## config.mk

```make
export PLATFORM = sky130hd
export DESIGN_NAME = dac_channel_scheduler_flat
export DESIGN_NICKNAME = d
export VERILOG_FILES = /design/src/rtl/dac_channel_scheduler_if.sv /design/src/rtl/dac_channel_scheduler.sv /design/src/flat_wrapper.sv
export SDC_FILE = /design/constraint.sdc
export NUM_CORES = 1
export LEC_CHECK = 0
export BUFFER_PORTS_ARGS = -buffer_cell sky130_fd_sc_hd__buf_2
export CORE_MARGIN = 4
export CORE_UTILIZATION = 52
export CTS_BUF_LIST = sky130_fd_sc_hd__clkbuf_4 sky130_fd_sc_hd__clkbuf_8 sky130_fd_sc_hd__clkbuf_16
export DETAILED_ROUTE_END_ITERATION = 6
export GPL_ROUTABILITY_DRIVEN = 0
export MAX_ROUTING_LAYER = met4
export PLACE_DENSITY = 0.74
export REMOVE_ABC_BUFFERS = 1
export SYNTH_ARGS = -nofsm -noshare
export SYNTH_HDL_FRONTEND = slang
export SYNTH_SLANG_ARGS = --single-unit
```

## constraint.sdc

```tcl
create_clock -name CLK_50M -period 2.6 [get_ports CLK_50M]
set_input_delay 0.52 -clock CLK_50M [delete_from_list [all_inputs] [get_ports CLK_50M]]
set_output_delay 0.52 -clock CLK_50M [all_outputs]
set_load 0.03 [all_outputs]
```

## src/rtl/dac_channel_scheduler_if.sv

```systemverilog
// Handshake between the channel scheduler and the DAC70004 serial frame writer.
interface dac_channel_scheduler_if;
    logic        DAC_WE;
    logic [31:0] DAC_DATA;
    logic        DAC_BUSY;

    modport master (output DAC_WE, output DAC_DATA, input DAC_BUSY);
    modport slave  (input DAC_WE, input DAC_DATA, output DAC_BUSY);
endinterface

```

## src/rtl/dac_channel_scheduler.sv

```systemverilog
// 4-channel shadow bank that round-robins dirty channels into DAC70004 write-and-update frames.
// Define AUTO_REFRESH_EN to mark every channel dirty once per REFRESH_PERIOD cycles.
module dac_channel_scheduler #(
    parameter logic [3:0]  CMD_WRUPD      = 4'h3,
    parameter bit          INIT_SEND      = 1'b1,
    parameter logic [31:0] INIT_WORD      = 32'h0000_0000,
    parameter int unsigned ACK_TIMEOUT    = 8
`ifdef AUTO_REFRESH_EN
    ,
    parameter int unsigned REFRESH_PERIOD = 5_000_000
`endif
) (
    input  logic                           CLK_50M,
    input  logic                           DLL_LOCKED,
    input  logic                           CH_WE,
    input  logic [1:0]                     CH_ADDR,
    input  logic [15:0]                    CH_DATA,
    input  logic                           UPDATE_ALL,
    dac_channel_scheduler_if.master        dac,
    output logic                           CTRL_IDLE,
    output logic [15:0]                    FRAME_CNT,
    output logic                           TIMEOUT_ERR
);
    typedef enum logic [1:0] {StIdle, StIssue, StWaitAck, StWaitDone} state_e;

    state_e      state_q;
    logic [15:0] shadow_q [4];
    logic [3:0]  dirty_q;
    logic [1:0]  rr_ptr_q;
    logic [1:0]  ch_q;
    logic        init_pending_q;
    logic        is_init_q;
    logic [7:0]  timer_q;
    logic        dac_we_q;
    logic [31:0] dac_data_q;

    logic        busy;
    logic        sel_found;
    logic [1:0]  sel_ch;
    logic        go_init;
    logic        go_ch;
    logic        ack_timeout;
    logic        refresh_hit;
    logic [3:0]  dirty_set;
    logic [3:0]  dirty_clr;
    logic [3:0]  dirty_rearm;

    assign busy         = dac.DAC_BUSY;
    assign dac.DAC_WE   = dac_we_q;
    assign dac.DAC_DATA = dac_data_q;

`ifdef AUTO_REFRESH_EN
    logic [22:0] refresh_q;

    assign refresh_hit = (refresh_q == 23'(REFRESH_PERIOD - 1));

    always_ff @(posedge CLK_50M) begin
        if (!DLL_LOCKED || refresh_hit) begin
            refresh_q <= '0;
        end else begin
            refresh_q <= refresh_q + 23'd1;
        end
    end
`else
    assign refresh_hit = 1'b0;
`endif

    always_comb begin
        // Walk offsets high to low so the nearest dirty channel after rr_ptr wins.
        sel_found = 1'b0;
        sel_ch    = rr_ptr_q;
        for (int i = 3; i >= 0; i--) begin
            if (dirty_q[rr_ptr_q + 2'(i)]) begin
                sel_found = 1'b1;
                sel_ch    = rr_ptr_q + 2'(i);
            end
        end

        go_init     = (state_q == StIdle) && init_pending_q && !busy;
        go_ch       = (state_q == StIdle) && !init_pending_q && sel_found && !busy;
        ack_timeout = (state_q == StWaitAck) && !busy && (timer_q == 8'(ACK_TIMEOUT - 1));

        dirty_set = 4'b0;
        if (CH_WE) begin
            dirty_set = dirty_set | (4'b1 << CH_ADDR);
        end
        if (UPDATE_ALL || refresh_hit) begin
            dirty_set = 4'b1111;
        end
        dirty_clr   = go_ch ? (4'b1 << sel_ch) : 4'b0;
        dirty_rearm = (ack_timeout && !is_init_q) ? (4'b1 << ch_q) : 4'b0;
    end

    always_ff @(posedge CLK_50M) begin
        if (!DLL_LOCKED) begin
            for (int i = 0; i < 4; i++) begin
                shadow_q[i] <= '0;
            end
            dirty_q        <= '0;
            rr_ptr_q       <= '0;
            ch_q           <= '0;
            init_pending_q <= INIT_SEND;
            is_init_q      <= 1'b0;
            timer_q        <= '0;
            dac_we_q       <= 1'b0;
            dac_data_q     <= '0;
            CTRL_IDLE      <= 1'b0;
            FRAME_CNT      <= '0;
            TIMEOUT_ERR    <= 1'b0;
            state_q        <= StIdle;
        end else begin
            if (CH_WE) begin
                shadow_q[CH_ADDR] <= CH_DATA;
            end
            // Sets are OR'd in last so a same-cycle write keeps the channel dirty.
            dirty_q   <= (dirty_q & ~dirty_clr) | dirty_set | dirty_rearm;
            CTRL_IDLE <= (state_q == StIdle) && !init_pending_q && (dirty_q == 4'b0);

            case (state_q)
                StIdle: begin
                    dac_we_q <= 1'b0;
                    if (go_init) begin
                        dac_we_q       <= 1'b1;
                        dac_data_q     <= INIT_WORD;
                        init_pending_q <= 1'b0;
                        is_init_q      <= 1'b1;
                        state_q        <= StIssue;
                    end else if (go_ch) begin
                        dac_we_q   <= 1'b1;
                        dac_data_q <= {4'h0, CMD_WRUPD, 2'b00, sel_ch, shadow_q[sel_ch], 4'h0};
                        is_init_q  <= 1'b0;
                        ch_q       <= sel_ch;
                        rr_ptr_q   <= sel_ch + 2'd1;
                        state_q    <= StIssue;
                    end
                end
                StIssue: begin
                    dac_we_q <= 1'b0;
                    timer_q  <= '0;
                    state_q  <= StWaitAck;
                end
                StWaitAck: begin
                    if (busy) begin
                        state_q <= StWaitDone;
                    end else if (ack_timeout) begin
                        TIMEOUT_ERR <= 1'b1;
                        if (is_init_q) begin
                            init_pending_q <= 1'b1;
                        end
                        state_q <= StIdle;
                    end else begin
                        timer_q <= timer_q + 8'd1;
                    end
                end
                StWaitDone: begin
                    if (!busy) begin
                        FRAME_CNT <= FRAME_CNT + 16'd1;
                        state_q   <= StIdle;
                    end
                end
                default: begin
                    dac_we_q <= 1'b0;
                    state_q  <= StIdle;
                end
            endcase
        end
    end
endmodule

```

## src/flat_wrapper.sv

```systemverilog
// flat-port wrapper written by rule: the top's interface ports become plain ports
module dac_channel_scheduler_flat 
#(
    parameter logic [3:0]  CMD_WRUPD      = 4'h3,
    parameter bit          INIT_SEND      = 1'b1,
    parameter logic [31:0] INIT_WORD      = 32'h0000_0000,
    parameter int unsigned ACK_TIMEOUT    = 8

)
  (CLK_50M, DLL_LOCKED, CH_WE, CH_ADDR, CH_DATA, UPDATE_ALL, CTRL_IDLE, FRAME_CNT, TIMEOUT_ERR, dac_DAC_WE, dac_DAC_DATA, dac_DAC_BUSY);
  dac_channel_scheduler_if dac_i ();
  input  logic CLK_50M;
  input  logic DLL_LOCKED;
  input  logic CH_WE;
  input  logic [1:0] CH_ADDR;
  input  logic [15:0] CH_DATA;
  input  logic UPDATE_ALL;
  output logic CTRL_IDLE;
  output logic [15:0] FRAME_CNT;
  output logic TIMEOUT_ERR;
  output wire logic [$bits(dac_i.DAC_WE)-1:0] dac_DAC_WE;
  output wire logic [$bits(dac_i.DAC_DATA)-1:0] dac_DAC_DATA;
  input wire logic [$bits(dac_i.DAC_BUSY)-1:0] dac_DAC_BUSY;
  assign dac_DAC_WE = dac_i.DAC_WE;
  assign dac_DAC_DATA = dac_i.DAC_DATA;
  assign dac_i.DAC_BUSY = dac_DAC_BUSY;
  dac_channel_scheduler #(.CMD_WRUPD(CMD_WRUPD), .INIT_SEND(INIT_SEND), .INIT_WORD(INIT_WORD), .ACK_TIMEOUT(ACK_TIMEOUT)) u_core (.CLK_50M(CLK_50M), .DLL_LOCKED(DLL_LOCKED), .CH_WE(CH_WE), .CH_ADDR(CH_ADDR), .CH_DATA(CH_DATA), .UPDATE_ALL(UPDATE_ALL), .dac(dac_i), .CTRL_IDLE(CTRL_IDLE), .FRAME_CNT(FRAME_CNT), .TIMEOUT_ERR(TIMEOUT_ERR));
endmodule
```

Word level (Yosys, flattened, before mapping)

Memories as Yosys holds them, arrays and structs flattened.
Index checks and enable logic that the tools add are counted.
W data, S select, Z words.

Add/subtract/negate cells: 6
Order comparisons: 4
Eq/ne operators: 12
Shift operators: 3
Multiplexer cells: 48
Bitwise operators: 6
Reduce and logical (&&, ||, !) cells: 26

Operator list:

| operator                | number |
|---|---|
| $mux W32                | 2 |
| $mux W1                 | 21 |
| $mux W2                 | 10 |
| $add A16 B1 Y16 const B | 1 |
| $mux W16                | 1 |
| $mux W4                 | 4 |
| $mux W8                 | 2 |
| $pmux W8 S2             | 1 |
| $reduce_or A16 Y1       | 1 |
| $lt A2 B3 Y1 const B    | 4 |
| $reduce_and A3 Y1       | 4 |
| $shl A1 B2 Y4 const A   | 3 |
| $logic_and A1 B1 Y1     | 9 |
| $add A8 B1 Y8 const B   | 1 |
| $bmux W1 S2             | 4 |
| $eq A8 B3 Y1 const B    | 1 |
| $or A4 B4 Y4            | 2 |
| $pmux W2 S4             | 1 |
| $reduce_bool A2 Y1      | 4 |
| $ne A2 B1 Y1 const B    | 3 |
| $ne A2 B2 Y1 const B    | 3 |
| $reduce_and A5 Y1       | 1 |
| $add A2 B1 Y2 const B   | 2 |
| $add A2 B2 Y2 const B   | 2 |
| other kinds (12)        | 18 |

Register bits after elaboration: 71
Bits in writable memories: 64
Output and inout bits: 51
Memories: 1

Memory list:

| name            | words | width | rd ports | clocked after Yosys merged registers in | wr ports | RTL line                    | source |
|---|---|---|---|---|---|---|---|
| u_core.shadow_q | 4     | 16    | 1        | 0                                       | 4        | dac_channel_scheduler.sv:27 | `logic [15:0] shadow_q [4];` |

Logic depth before layout (Yosys ltp)

Gate-level depths: netlist of the first run.

Depth in word-level cells: 14
Depth in mapped cells: 8
Depth with buffers taken out: 6

Worst setup path before layout of the first run

OpenSTA, ideal clock, no wires.

Path type: input port to flip-flop
Start: input CH_ADDR[0]
End: memory u_core.shadow_q[2][0] (enable)
Library setup time: 0.411 ns
Arrival time: 2.010 ns
Required time: 2.189 ns
Slack: 0.179 ns
Cell stages on the path: 3
Cells stage by stage: nand2b_1 > clkbuf_1 > o21ai_0

RTL lines:

| what               | RTL line                    | source |
|---|---|---|
| start: declaration | flat_wrapper.sv:15          | `input logic [1:0] CH_ADDR;` |
| end: declaration   | dac_channel_scheduler.sv:27 |  |

Worst setup path after layout of the first run

Start: register u_core.timer_q[0]
End: register u_core.dirty_q[3]

Cells in the longest elaborated chain, start to end: 5

RTL lines:

| what                     | RTL line                     | source |
|---|---|---|
| start: declaration       | dac_channel_scheduler.sv:33  | `logic [7:0] timer_q;` |
| start signal: assignment | dac_channel_scheduler.sv:152 | `timer_q <= timer_q + 8'd1;` |
| $eq A8 B3 Y1             | dac_channel_scheduler.sv:81  | `ack_timeout = (state_q == StWaitAck) && !busy && (timer_q == 8'(ACK_TIMEOUT - 1));` |
| $logic_and A1 B1 Y1      | dac_channel_scheduler.sv:81  |  |
| $logic_and A1 B1 Y1      | dac_channel_scheduler.sv:91  | `dirty_rearm = (ack_timeout && !is_init_q) ? (4'b1 << ch_q) : 4'b0;` |
| $mux W4                  | dac_channel_scheduler.sv:91  |  |
| $or A4 B4 Y4             | dac_channel_scheduler.sv:116 | `dirty_q <= (dirty_q & ~dirty_clr) \| dirty_set \| dirty_rearm;` |
| end signal: assignment   | dac_channel_scheduler.sv:116 |  |
| end: declaration         | dac_channel_scheduler.sv:28  | `logic [3:0] dirty_q;` |

No other way between the ends.
A chain may end at the register's enable or synchronous reset.

==> results of run 1 <==
## final cells by class
class	instances	area (sq um)
Clock buffer	18	422
Clock inverter	14	183
Fill cell	767	3580
Inverter	26	97.6
Multi-Input combinational cell	317	1980
Sequential cell	122	3080
Tap cell	133	166
Timing Repair Buffer	72	400
## metal layers
metal	wire length [microns]	global-route usage	vias to the layer above
met5	0	-	-
met4	80	0.0766	0
met3	645	0.0493	8
met2	5700	0.338	109
met1	4980	0.251	1858
li1	-	-	1836
## worst register-to-register path: cells and delay by family (launching register included)
family | cells | cell delay, ps
AND/OR/NAND/NOR | 4 | 1240
flip-flops | 1 | 360
adder cells (fa/ha/maj) | 1 | 220
AO/OA/AOI/OAI | 1 | 130
## report_power, final
part	total (mW)	leakage, nW	internal, mW	switching, mW
sequential	2.19	1.10	2.14	0.0531
combinational	0.449	1.18	0.152	0.297
clock	2.39	0.300	1.50	0.895
## worst max path at each step
| stage | to | slack (ps) | cells past startpoint | start |
|---|---|---|---|---|
| after floorplan | u_core.shadow_q[2][0]$_SDFFCE_PN0P_ | 60 | 2 | CH_ADDR[0] |
| after global placement | u_core.dac.DAC_DATA[5]$_SDFFE_PN0P_ | 620 | 7 | dac_DAC_BUSY |
| after detailed placement | u_core.dac.DAC_DATA[8]$_SDFFE_PN0P_ | 590 | 7 | dac_DAC_BUSY |
| after CTS | u_core.dirty_q[3]$_SDFF_PN0_ | 610 | 6 | u_core.timer_q[0]$_SDFFE_PN0P_ |
| after global routing | u_core.dirty_q[3]$_SDFF_PN0_ | 400 | 6 | u_core.timer_q[0]$_SDFFE_PN0P_ |
| final | u_core.dirty_q[3]$_SDFF_PN0_ | 590 | 6 | u_core.timer_q[0]$_SDFFE_PN0P_ |
## state kept, by name, summed over array words and instances (netlist names), 2 cells and up
register             flops
u_core.shadow_q         64
u_core.dac.DAC_DATA     19
u_core.FRAME_CNT        16
u_core.timer_q           8
u_core.dirty_q           4
u_core.ch_q              2
u_core.rr_ptr_q          2
u_core.state_q           2
## cells by family (layout without fill, tap and decap cells)
logic type / after synthesis / count (layout) / synth area share
flip-flops: 122 / 122 / 0.575
AND/OR/NAND/NOR: 185 / 185 / 0.168
buffers and inverters: 60 / 130 / 0.0635
adder cells (fa/ha/maj): 2 / 2 / 0.00467
multiplexers: 33 / 33 / 0.0616
AO/OA/AOI/OAI: 67 / 67 / 0.0975
XOR/XNOR: 18 / 18 / 0.0294
other: 1 / 12 / 0.000699
## placed cells by master (no fill, tap or decap), types with 3 or more instances in the layout
cell,Yosys,routed
o2111ai_1,4,4
edfxtp_1,64,64
or3_1,6,6
buf_4,16,10
nor2_1,77,77
nor3_1,10,10
dfxtp_1,58,58
xor2_1,11,11
nand2b_1,5,5
inv_6,0,8
o221ai_2,10,10
buf_2,2,61
xnor2_1,7,7
mux2i_1,33,33
nor2b_1,6,6
o21ai_1,2,3
nand2_1,49,49
clkbuf_16,0,16
o31ai_1,3,3
and3_1,3,3
nand3_1,8,8
inv_1,26,26
bufinv_16,0,3
conb_1,1,12
o21ai_0,10,9
a21oi_1,18,18
o221ai_1,6,6
## stage by stage
step	area [sq um]	total power, mW	hold WS, ps	util
floorplan	5160	2.53	465	-
global placement	5730	2.66	440	0.578
detailed placement	5730	2.68	442	0.578
CTS	6330	5.06	291	0.639
global route	6330	5.20	311	0.639
finish	6330	5.03	306	0.639
==> flow_summary.json, run 1 <==
{
  "status": "completed",
  "critical_path_peak_fanout": 4,
  "portBuffers": 61,
  "dp_hpwl_microns": 7230,
  "drive_gt1_frac": 0.218,
  "worst_slew_pin_slew_ps": 646,
  "synth.area.top_cells": "edfxtp_1, dfxtp_1, mux2i_1",
  "cp.buffers_inverters": 0,
  "cts_tree": "built",
  "regToRegSetupSlack_ps": 590,
  "yosysWarningCount": 0,
  "synth_top_cell_by_area": "edfxtp_1",
  "synth_cell_types": 53,
  "hold_violations": 0,
  "mappedNetlistArea_sq_um": 5360,
  "post_cts_buffers": 0,
  "drt_iter0_drc": 280,
  "final_net_count": 581,
  "die_h_microns": 110,
  "cellLeakagePower_nw": 2.58,
  "whs_path_depth": 3,
  "antenna_left": 0,
  "finalCritPeriodShare": 0.772,
  "worstPathArrival_ps": 2450,
  "grt_overflow": 0,
  "clock-sinks": 122,
  "ys_async_sr_fraction": 0,
  "first_pass_iters": 5,
  "crit_slowest_cell": "nor4bb_1",
  "stdcell_count": 702,
  "relSlewSlack": 0.566,
  "hold_class": "input pin to flop",
  "initial_core_util": 0.541,
  "drt-total-wl_microns": 11400,
  "pin_count": 74,
  "numCtsBuffers": 17,
  "clk_pin_slew_worst_paths_ps": 60,
  "ys_seq_area_frac": 0.575,
  "slew_viol_final": 0,
  "min_period_ps": 2010,
  "required_ps": 3050,
  "route.detailed.wl_per_inst_microns": 16.2,
  "die_area_sq_um": 12000,
  "reg2reg_depth": 6,
  "grtUsageTotal": 0.207,
  "core_sq_um": 9910,
  "synth_edf_count": 64,
  "grt_setup_unrepaired": "no",
  "critical_path_class": "flop to flop",
  "cp-end-kind": "flop",
  "syn_area_per_cell_sq_um": 11.0,
  "ctsHoldBuffers": 0,
  "antenna_cells": 0,
  "antenna_found_initial": 0,
  "yosys.area.top_type_share": 0.358,
  "timing.fmax_mhz": 498,
  "h-tree-depth": 4,
  "fin_setup_tns_ps": 0,
  "yosysMostFrequentCell": "nor2_1",
  "cts_buffer_depth": 2,
  "synth_cells": 488,
  "grt_pass1_wl_microns": 18600,
  "setup_viol": 0,
  "dr_total_vias": 3811,
  "viasPerCell": 5.43,
  "clock_latency_ps": 510,
  "hold_path.startpoint": "dac_DAC_BUSY",
  "critical_path.cell_chain": "ha_1, nor4bb_1, nand2_1, nor3_1, and3_1, o31a_1",
  "die_x_microns": 110,
  "synth_commonest_cells": "nor2_1, edfxtp_1, dfxtp_1",
  "critPathMaxStageDelay_ps": 470,
  "final.setup.worst_slack_ps": 593,
  "synth_top_flop_cell": "edfxtp_1",
  "ys_ff_latch": 122,
  "reg2reg_from": "u_core.timer_q[0]$_SDFFE_PN0P_",
  "clock-root-buffer": "clkbuf_8",
  "cts_resized": 0,
  "rr_endpoint": "u_core.dirty_q[3]$_SDFF_PN0_",
  "finClkSkew_ps": 12.2,
  "cp_top_family": "simple AND/OR/NAND/NOR gates",
  "dp_cells": 670,
  "grt_max_degree": 37,
  "power_density_nw_per_um2": 794,
  "areaGrowthSynthToFinish_pct": 18.1,
  "vdd_drop_max_uv": 414,
  "drc": 0,
  "maxCapViolCount": 0,
  "crit_path_start_kind": "flop",
  "post-place-ws_ps": 594,
  "hold_end": "u_core.state_q[0]$_SDFFE_PN0P_",
  "grt_pass1_vias": 3848,
  "placementRows": 36
}
No activity file was read; power rests on OpenSTA's default activity.
==> run 2: changes to the inputs <==
Settings changed: CORE_UTILIZATION 52 to 57, PLACE_DENSITY 0.74 to 0.77.
Clock period 2.6 ns to 1.9 ns, I/O delays scaled along.
==> run 2 against run 1 <==
Against the previous run: routed wire length up 4.7%; combinational power up 51%; final cell count down 1.7%; sequential share of layout area down 0.84 points; total power is 36% higher; non-clock buffer count grew 10; setup slack got worse by 480 ps; via count increased by 3.6%; clock power rose by 31%; fmax up 12%; hold slack got worse by 140 ps; global-route usage rose by 1.9 points; highest routed layer unchanged.
==> flow_summary.json, run 2 (same netlist as run 1, synthesis figures left out) <==
{
  "grt_overflow": 0,
  "largest_reg_flops": 64,
  "finalCritPeriodShare": 0.940,
  "antenna_cells": 0,
  "drive_gt1_frac": 0.244,
  "required_ps": 2290,
  "initial_core_util": 0.583,
  "wl_met2_microns": 6270,
  "critical_path.cell_chain": "nor2b_1, nor4_2, or2_4, buf_12, mux2i_4, o221ai_2",
  "crit_end": "u_core.dac.DAC_DATA[13]$_SDFFE_PN0P_",
  "worstPathArrival_ps": 2180,
  "clkPwrFrac": 0.461,
  "wl_met3_microns": 679,
  "finClkSkew_ps": 4.77,
  "total_power_mw": 6.82,
  "clk_pin_slew_worst_paths_ps": 60,
  "critical_path_class": "flop to flop",
  "wl_met1_microns": 4760,
  "slew_viol_final": 0,
  "stdcell_count": 690,
  "power_switching_mw": 1.73,
  "pwr-share-comb": 0.099,
  "fill_cells": 642,
  "drt-total-wl_microns": 11900,
  "crit_slowest_cell": "dfxtp_1",
  "top_layer_used": "met4",
  "clock-root-buffer": "clkbuf_8",
  "cp-end-kind": "flop",
  "reg2reg_from": "u_core.dirty_q[0]$_SDFF_PN0_",
  "portBuffers": 61,
  "clock_latency_ps": 520,
  "grt_pass1_vias": 3957,
  "power_density_nw_per_um2": 1060,
  "regToRegSetupSlack_ps": 110,
  "hold_class": "input pin to flop",
  "first_pass_iters": 5,
  "drc": 0,
  "cts_buffer_depth": 2,
  "reg2reg_depth": 6,
  "layout_commonest_cell": "nor2_1",
  "vdd_drop_max_uv": 624,
  "rr_endpoint": "u_core.dac.DAC_DATA[13]$_SDFFE_PN0P_",
  "startpoint": "u_core.dirty_q[0]$_SDFF_PN0_",
  "die_area_sq_um": 11000,
  "die_h_microns": 105,
  "numCtsBuffers": 17,
  "top_register": "u_core.shadow_q",
  "antenna_left": 0,
  "regArea_sq_um": 3090,
  "ctsHoldBuffers": 0,
  "die_x_microns": 105,
  "areaGrowthSynthToFinish_pct": 20.3,
  "min_period_ps": 1790,
  "antenna_found_initial": 0,
  "drt_iter0_drc": 215,
  "crit_path_start_kind": "flop",
  "critical_path_peak_fanout": 22,
  "dr_total_vias": 3948,
  "h-tree-depth": 4,
  "pin_count": 74,
  "route.detailed.wl_per_inst_microns": 17.3,
  "hold_violations": 0,
  "cts_tree": "built",
  "grtUsageTotal": 0.226,
  "viasPerCell": 5.72,
  "dp_hpwl_microns": 7270,
  "cp.depth": 6,
  "placementRows": 35,
  "status": "completed",
  "critPathMaxStageDelay_ps": 370,
  "grt_max_degree": 33,
  "timing.fmax_mhz": 560,
  "clock-sinks": 122,
  "final_net_count": 591,
  "cellLeakagePower_nw": 2.62,
  "p_int_mw": 5.09,
  "dp_cells": 656,
  "multi_input_area_sq_um": 2030,
  "power.share.sequential": 0.440,
  "whs_path_depth": 3,
  "cp_top_family": "simple AND/OR/NAND/NOR gates",
  "maxCapViolCount": 0,
  "final_cell_mix": "nor2_1, edfxtp_1, buf_2",
  "core_sq_um": 9200,
  "setup_viol": 0,
  "p_sw_frac": 0.254,
  "cp.buffers_inverters": 1,
  "grt_pass1_wl_microns": 18800
}
-- run 2: power by group through the flow --
stage | Sequential (mW) | Combinational (mW) | Clock, mW
global route | 3.01 | 0.729 | 3.30
CTS | 2.99 | 0.659 | 3.17
detailed placement | 3.04 | 0.651 | 0
finish | 3.00 | 0.678 | 3.14
floorplan | 3.07 | 0.393 | 0
global placement | 3.03 | 0.634 | 0
-- run 2: final cells by class --
type                            count  share of cell area
Clock buffer                       18              0.0654
Multi-Input combinational cell    317               0.315
Clock inverter                     14              0.0250
Sequential cell                   122               0.478
Inverter                           26              0.0151
Timing Repair Buffer               82              0.0795
Tap cell                          111              0.0215
-- run 2: worst min path at each step --
stage	start	to	slack, ps
after global routing	UPDATE_ALL	u_core.dirty_q[2]$_SDFF_PN0_	170
final	UPDATE_ALL	u_core.dirty_q[2]$_SDFF_PN0_	160
after detailed placement	u_core.dac.DAC_DATA[10]$_SDFFE_PN0P_	u_core.dac.DAC_DATA[10]$_SDFFE_PN0P_	440
after floorplan	u_core.timer_q[1]$_SDFFE_PN0P_	u_core.timer_q[1]$_SDFFE_PN0P_	470
after CTS	UPDATE_ALL	u_core.dirty_q[2]$_SDFF_PN0_	140
after global placement	u_core.dac.DAC_DATA[21]$_SDFFE_PN0P_	u_core.dac.DAC_DATA[21]$_SDFFE_PN0P_	440
-- run 2: through the flow --
step | TNS (ps) | hold slack [ps] | instance area (sq um) | setup WS [ps] | utilization
floorplan | -19170 | 465 | 5160 | -585 | -
detailed placement | 0 | 442 | 5800 | 6.58 | 0.630
global route | -20.9 | 166 | 6450 | -6.80 | 0.701
CTS | 0 | 140 | 6390 | 27.2 | 0.694
finish | 0 | 164 | 6450 | 114 | 0.701
global placement | 0 | 442 | 5800 | 115 | 0.630
-- run 2: tightest hold or removal path, delay by kind of cell --
family | cells | cell delay [ps]
AO/OA/AOI/OAI | 2 | 150
buffers and inverters | 1 | 110
-- run 2: what timing repair did --
item / CTS / global route
endpoints found under the setup margin: 4 / 25
buffers inserted: 0 / 2
gates resized for setup: 1 / 10
pin swaps: 0 / 2
-- run 2: routing by layer --
metal  vias to the layer above  track usage
li1                       1859            -
met1                      1937        0.253
met2                       127        0.384
met3                        25       0.0556
met4                         0        0.103
met5                         -            -
